[src/rtl/serial_comp_if.sv]
// serial_comp_if: handshake/operand/result bundle for serial_comp.
//   master: drives start, signed_mode, a, b; observes busy/done/flags/steps.
//   slave : the comparator side.
interface serial_comp_if #(
    parameter int WIDTH = 32,
    parameter int CHUNK = 8
);
    localparam int N  = WIDTH / CHUNK;
    localparam int SW = $clog2(N + 1);

    logic             start;
    logic             signed_mode;
    logic [WIDTH-1:0] a;
    logic [WIDTH-1:0] b;
    logic             busy;
    logic             done;
    logic             gt;
    logic             eq;
    logic             lt;
    logic [SW-1:0]    steps;

    modport master (
        output start, signed_mode, a, b,
        input  busy, done, gt, eq, lt, steps
    );

    modport slave (
        input  start, signed_mode, a, b,
        output busy, done, gt, eq, lt, steps
    );
endinterface

[src/rtl/serial_comp.sv]
// serial_comp: multi-cycle magnitude comparator. Compares two WIDTH-bit
// operands CHUNK bits per clock, most significant chunk first, and stops at
// the first differing chunk. Unsigned or two's-complement mode.
// Ports:
//   clk   - clock, rising edge
//   rst_n - synchronous active-low reset
//   bus   - serial_comp_if.slave: start/signed_mode/a/b in,
//           busy/done/gt/eq/lt/steps out
module serial_comp #(
    parameter int WIDTH = 32,
    parameter int CHUNK = 8
) (
    input  logic         clk,
    input  logic         rst_n,
    serial_comp_if.slave bus
);
    localparam int N  = WIDTH / CHUNK;
    localparam int SW = $clog2(N + 1);
    localparam int IW = (N > 1) ? $clog2(N) : 1;

    typedef enum logic {IDLE, RUN} state_t;

    state_t           state_q, state_n;
    logic [WIDTH-1:0] a_q, a_n, b_q, b_n;
    logic             sm_q, sm_n;
    logic [IW-1:0]    idx_q, idx_n;
    logic [SW-1:0]    steps_q, steps_n;
    logic             gt_q, gt_n, eq_q, eq_n, lt_q, lt_n;
    logic             done_q, done_n;
    logic [CHUNK-1:0] ca, cb;

    always_ff @(posedge clk) begin
        if (!rst_n) begin
            state_q <= IDLE;
            a_q     <= '0;
            b_q     <= '0;
            sm_q    <= 1'b0;
            idx_q   <= '0;
            steps_q <= '0;
            gt_q    <= 1'b0;
            eq_q    <= 1'b0;
            lt_q    <= 1'b0;
            done_q  <= 1'b0;
        end else begin
            state_q <= state_n;
            a_q     <= a_n;
            b_q     <= b_n;
            sm_q    <= sm_n;
            idx_q   <= idx_n;
            steps_q <= steps_n;
            gt_q    <= gt_n;
            eq_q    <= eq_n;
            lt_q    <= lt_n;
            done_q  <= done_n;
        end
    end

    always_comb begin
        state_n = state_q;
        a_n     = a_q;
        b_n     = b_q;
        sm_n    = sm_q;
        idx_n   = idx_q;
        steps_n = steps_q;
        gt_n    = gt_q;
        eq_n    = eq_q;
        lt_n    = lt_q;
        done_n  = 1'b0;
        ca      = a_q[idx_q*CHUNK +: CHUNK];
        cb      = b_q[idx_q*CHUNK +: CHUNK];
        // Flipping the sign bit of the top chunk maps two's-complement
        // ordering onto unsigned ordering; lower chunks are magnitude bits.
        if (sm_q && idx_q == IW'(N - 1)) begin
            ca[CHUNK-1] = ~ca[CHUNK-1];
            cb[CHUNK-1] = ~cb[CHUNK-1];
        end

        case (state_q)
            IDLE: begin
                if (bus.start) begin
                    a_n     = bus.a;
                    b_n     = bus.b;
                    sm_n    = bus.signed_mode;
                    idx_n   = IW'(N - 1);
                    steps_n = '0;
                    gt_n    = 1'b0;
                    eq_n    = 1'b0;
                    lt_n    = 1'b0;
                    state_n = RUN;
                end
            end
            RUN: begin
                steps_n = steps_q + SW'(1);
                if (ca > cb) begin
                    gt_n    = 1'b1;
                    done_n  = 1'b1;
                    state_n = IDLE;
                end else if (ca < cb) begin
                    lt_n    = 1'b1;
                    done_n  = 1'b1;
                    state_n = IDLE;
                end else if (idx_q == '0) begin
                    eq_n    = 1'b1;
                    done_n  = 1'b1;
                    state_n = IDLE;
                end else begin
                    idx_n = idx_q - IW'(1);
                end
            end
            default: state_n = IDLE;
        endcase
    end

    assign bus.busy  = (state_q == RUN);
    assign bus.done  = done_q;
    assign bus.gt    = gt_q;
    assign bus.eq    = eq_q;
    assign bus.lt    = lt_q;
    assign bus.steps = steps_q;
endmodule

[src/flat_wrapper.sv]
// flat-port wrapper written by rule: the top's interface ports become plain ports
module serial_comp_flat 
#(
    parameter int WIDTH = 32,
    parameter int CHUNK = 8
)
  (clk, rst_n, bus_start, bus_signed_mode, bus_a, bus_b, bus_busy, bus_done, bus_gt, bus_eq, bus_lt, bus_steps);
  serial_comp_if #(.WIDTH(WIDTH), .CHUNK(CHUNK)) bus_i ();
  input  logic clk;
  input  logic rst_n;
  input wire logic [$bits(bus_i.start)-1:0] bus_start;
  input wire logic [$bits(bus_i.signed_mode)-1:0] bus_signed_mode;
  input wire logic [$bits(bus_i.a)-1:0] bus_a;
  input wire logic [$bits(bus_i.b)-1:0] bus_b;
  output wire logic [$bits(bus_i.busy)-1:0] bus_busy;
  output wire logic [$bits(bus_i.done)-1:0] bus_done;
  output wire logic [$bits(bus_i.gt)-1:0] bus_gt;
  output wire logic [$bits(bus_i.eq)-1:0] bus_eq;
  output wire logic [$bits(bus_i.lt)-1:0] bus_lt;
  output wire logic [$bits(bus_i.steps)-1:0] bus_steps;
  assign bus_i.start = bus_start;
  assign bus_i.signed_mode = bus_signed_mode;
  assign bus_i.a = bus_a;
  assign bus_i.b = bus_b;
  assign bus_busy = bus_i.busy;
  assign bus_done = bus_i.done;
  assign bus_gt = bus_i.gt;
  assign bus_eq = bus_i.eq;
  assign bus_lt = bus_i.lt;
  assign bus_steps = bus_i.steps;
  serial_comp #(.WIDTH(WIDTH), .CHUNK(CHUNK)) u_core (.clk(clk), .rst_n(rst_n), .bus(bus_i));
endmodule
[config.mk]
export PLATFORM = sky130hd
export DESIGN_NAME = serial_comp_flat
export DESIGN_NICKNAME = d
export VERILOG_FILES = /design/src/rtl/serial_comp_if.sv /design/src/rtl/serial_comp.sv /design/src/flat_wrapper.sv
export SDC_FILE = /design/constraint.sdc
export NUM_CORES = 1
export LEC_CHECK = 0
export ABC_AREA = 0
export BUFFER_PORTS_ARGS = -buffer_cell sky130_fd_sc_hd__buf_4
export CORE_MARGIN = 2
export CORE_UTILIZATION = 30
export DETAILED_ROUTE_END_ITERATION = 7
export SLEW_MARGIN = 20
export SYNTH_ARGS = -nofsm -noshare
export SYNTH_HDL_FRONTEND = slang
export SYNTH_SLANG_ARGS = --single-unit
[constraint.sdc]
create_clock -name clk -period 7.5 [get_ports clk]
set_input_delay 0.75 -clock clk [delete_from_list [all_inputs] [get_ports clk]]
set_output_delay 0.75 -clock clk [all_outputs]
set_load 0.02 [all_outputs]
Word-level counts from Yosys, hierarchy flattened:

Cells that the tools add are included.

* bits in registers: 75
* bits of input ports: 68
* word-level logic and storage cells: 62

* shifts and indexed selects: 2
* order comparisons: 2
* add/subtract/negate cells: 2
* reduce and logical (&&, ||, !) cells: 8
* multiplexer cells: 27
* bitwise logic cells: 3
* equality and inequality tests: 8

Operator list (number)
* variable part select 32 x 6 -> 8 bit: 2
* two-way mux 1 bit: 16
* inequality test 2 bit, second input constant: 7
* > comparator 8 bit: 1
* < comparator 8 bit: 1
* two-way mux 2 bit: 4
* case mux 1 bit (2 select lines): 4
* AND reduction 4 bit: 2
* case mux 3 bit (2 select lines): 1
* AND reduction 2 bit: 3
* case mux 2 bit (2 select lines): 1
* adder 3 x 1 -> 3 bit, second input constant: 1
* two-way mux 3 bit: 1
* inverter 1 bit: 3
* AND reduction 3 bit: 1
* equality test 2 bit, second input constant: 1
* zero test 2 bit: 1
* subtractor 2 x 1 -> 2 bit, second input constant: 1
* logical AND 1 bit: 1

Logic depth before layout (Yosys ltp):

* depth in word-level cells: 7
* gate-level depth with buffers: 10
* gate-level depth less buffers: 9

Least setup slack after synthesis:

Ideal clock, no wire load.

* path type: register to register
* from: reg u_core.idx_q[0]
* to: reg u_core.idx_q[1]
* required time: 7.378 ns
* stages on the path, launching flop included: 10
* library setup time: 0.122 ns
* arrival: 2.511 ns
* path slack: 4.868 ns
* path through: dfxtp_1 > buf_4 > buf_4 > mux4_2 > ha_1 > nor2b_4 > o211ai_4 > a21oi_2 > or4b_1 > o311a_1

* word-level cells in the longest chain between the ends: 6
* elaborated cells on any way between the ends: 20
* classes of those cells: add/sub (1); order compare (2); eq/ne (4); shift (2); mux (6); bitwise (2); reduce/logical (3)

Ends and longest elaborated chain
* start: declaration: RTL line serial_comp.sv:26 `logic [IW-1:0] idx_q, idx_n;`
* start signal: assignment: RTL line serial_comp.sv:49 `idx_q <= idx_n;`
* variable part select 32 x 6 -> 8 bit, or another cell as far along: RTL line serial_comp.sv:69 `ca = a_q[idx_q*CHUNK +: CHUNK];`
* inverter 1 bit, or another cell as far along: RTL line serial_comp.sv:74 `ca[CHUNK-1] = ~ca[CHUNK-1];`
* two-way mux 1 bit: RTL line serial_comp.sv:73 `if (sm_q && idx_q == IW'(N - 1)) begin`
* < comparator 8 bit or > comparator 8 bit (tied branches): RTL line serial_comp.sv:98, serial_comp.sv:94
* inequality test 2 bit (no line)
* AND reduction 4 bit (no line)

Several ways; a longest one is shown, not always the timed one. The select of a mux whose other input is x is not followed.
A chain may end at the register's enable or synchronous reset.

Worst setup path in the final report:

Ends and elaborated chain as after synthesis.

==> summary.md <==
| Metric | Value |
|---|---|
| CTS tree | `done` |
| Placed Area | `4138 µm²` |
| Die Y | `112.4 µm` |
| Initial antenna violation count | `0` |
| TNS Setup | `0 ps` |
| CP bufs+invs | `0` |
| Worst skew pair latency | `330 ps` |
| Pins Over Slew Limit | `0` |
| Commonest cells after routing, fill and taps aside | `nand2_1, buf_4, dfxtp_1` |
| Vias per Instance | `around 4.7` |
| Leakage power | `around 1.8 nW` |
| Synth Instances | `386` |
| Iteration-0 DRC Markers | `129` |
| Fmax | `334.7 MHz` |
| H-tree levels | `3` |
| Final Util | `0.3888` |
| Final Skew | `around 11 ps` |
| Reg2reg path depth | `7` |
| Final min period | `2987 ps` |
| Avg Cell Area, Syn | `between 9 and 10 µm²` |
| CP top delay family | `flip-flops` |
| Fin. Hold Viols | `0` |
| Maximum root-to-sink buffer count | `2` |
| Pwr dens | `240.8 nW/µm²` |
| Seq/Total Area, Yosys | `0.4258` |
| Worst Setup Path Type | `reg2reg` |
| ANT cells | `0` |
| DRT Wirelength | `8384 µm` |
| Number of flops mapped to enable cells by yosys | `0` |
| Input/output buffers | `75` |
| Endpoints failing setup | `0` |
| R2R Path Start | `u_core.idx_q[0]` |
| Post-Syn Nets | `~470` |
| Root buf cell | `clkbuf_16` |
| Crit-path cells | `mux4_2, xnor2_1, ha_1, a21oi_1, o21ai_1, or4b_1, o311a_1` |
| Worst Hold Depth | `2` |
| FF-to-FF End | `u_core.idx_q[1]` |
| Worst Path Required | `just under 8000 ps` |
| Final period util | `0.3983` |
| Largest net degree at the start of global routing | `77` |
| Outcome | `completed` |
| Startpoint type of the worst setup path | `register` |
| Mapped Area | `between 3000 and 4000 µm²` |
| Max cap viols | `0` |
| DRC viols | `0` |
| Commonest non-fill, non-tap cell in the layout | `nand2_1` |
| Synth cell types | `37` |
| Sink Count | `75` |
| Post-CTS setup buffer count | `0` |
| Hold crit path type | `reg2reg` |
| Vias | `2,801` |
| Final ANT Viol Nets | `0` |
| Synth Register Bits | `75` |
| Chip width | `112.4 µm` |
| Routed len/inst | `roughly 14 µm` |
| # rows | `39` |
| Global route hottest layer | `met2` |
| R2r setup slk | `4510 ps` |
| RSZ-0062 raised after global routing | `no` |
| CP arrival | `3190 ps` |
| Core area | `~11,000 µm²` |
| Fraction of registers with async set/reset | `0` |
| DP HPWL | `6161 µm` |
| Clock transition at path regs | `60 ps` |
| Post-route cell area | `4458 µm²` |
| Resized Gates After CTS | `0` |
| Hold Path End | `u_core.b_q[22]` |
| Global routing met2 resource utilization | `0.2193` |
| HP Start | `u_core.b_q[22]` |
| Total Routing Usage GR | `0.1369` |
| M3 GR Usage | `0.04212` |
| Synth-to-Final Area Change | `26.44%` |
| NumNets Final | `525` |
| TritonCTS Buffers | `9` |
| Peak VDD IR | `0.00009599 V` |
| Maximum fanout along the worst path | `19` |
| Met1 GRT Util | `0.1770` |
| Grt ovf | `0` |
| IO Count | `76` |
| Ys flop type | `dfxtp_1` |
| Die footprint | `12,640 µm²` |
| Worst-margin pin slew | `859.2 ps` |
| CP Capture Type | `register` |
| CTS Hold Bufs | `0` |
| Layout cells sized above 1 | `0.2594` |
| Vias in the first global route | `2,926` |
| Crit path largest cell delay | `720 ps` |
| Global-route wire length before repair | `13,700 µm` |
| Critical Path Stages | `7` |
| CP max-delay cell | `dfxtp_2` |
| First-pass DRT Iterations | `4` |
| GP Congestion | `0.7659` |
| Slew headroom | `0.4264` |
| Warnings, synthesis | `0` |
| Initial Util | `0.3075` |
-- power breakdown --
part	switching [mW]	total (mW)	internal, mW
logic	0.0845	0.173	0.0888
registers	0.0259	0.450	0.424
clock network	0.159	0.451	0.292
-- worst min-delay path: stages, from the launching register on --
cell      delay, ps
dfxtp_1         310
nand2_1          50
a21boi_1         50
-- how the worst max path moves through the flow --
stage	startpoint	end	slack, ps
after floorplan	u_core.idx_q[0]	u_core.idx_q[1]	4870
after global placement	u_core.idx_q[0]	u_core.idx_q[1]	4220
after detailed placement	u_core.idx_q[0]	u_core.idx_q[1]	4060
after CTS	u_core.idx_q[0]	u_core.idx_q[1]	4050
after global routing	u_core.idx_q[0]	u_core.idx_q[1]	4260
final	u_core.idx_q[0]	u_core.idx_q[1]	4510
-- layout make-up --
type	instances	area, µm²
Tap cell	143	178.9
Timing Repair Buffer	77	578.1
Fill cell	1139	7009
Sequential cell	75	1503
Inverter	10	37.54
Multi-Input combinational cell	273	1842
Clock inverter	6	90.09
Clock buffer	10	229.0
-- layer usage --
metal	vias up	wire length [µm]
li1	1418	-
met1	1300	3913
met2	73	3934
met3	10	409
met4	0	126
met5	-	0
-- registers in the layout (all words and copies together), names as in the netlist --
register and count:
u_core.sm_q 1, u_core.bus.steps 3, u_core.bus.lt 1, u_core.a_q 32, u_core.bus.busy 1, u_core.bus.done 1, u_core.idx_q 2, u_core.b_q 32
u_core.bus.eq 1, u_core.bus.gt 1
-- stage by stage --
stage	hold slack, ps	total power [mW]	instances	worst slack, ps
final	461.9	1.074	594	4513
after global routing	486.3	1.129	594	4258
after CTS	465.3	1.088	594	4053
after detailed placement	457.8	0.6333	578	4061
after global placement	450.5	0.6264	578	4222
after floorplan	431.9	0.5738	386	4868
-- kinds of logic after synthesis --
group | share of synthesized area
and+or+nand+nor | 0.1781
AOI/OAI and AO/OA | 0.1898
DFF | 0.4258
buffers and inverters | 0.05465
muxes | 0.1050
adders and majority gates | 0.03903
xor gates and xnor gates | 0.007453
-- Yosys cell counts, types with 2 or more instances --
library cell / number / area share
nand2_1: 136 / 0.14
clkbuf_1: 10 / 0.011
nor2b_1: 5 / 0.0089
a21boi_0: 64 / 0.14
mux4_2: 16 / 0.10
dfxtp_1: 75 / 0.43
xor2_1: 2 / 0.0050
o21bai_1: 2 / 0.0043
buf_4: 4 / 0.0085
inv_1: 10 / 0.011
nor3b_1: 2 / 0.0043
a21boi_1: 3 / 0.0064
nor2_1: 3 / 0.0032
ha_1: 11 / 0.039
nand4_1: 2 / 0.0035
a21oi_1: 7 / 0.0099
o311a_1: 2 / 0.0057
o21ai_0: 3 / 0.0043
buf_2: 11 / 0.016
No activity file was read; power rests on OpenSTA's default activity.
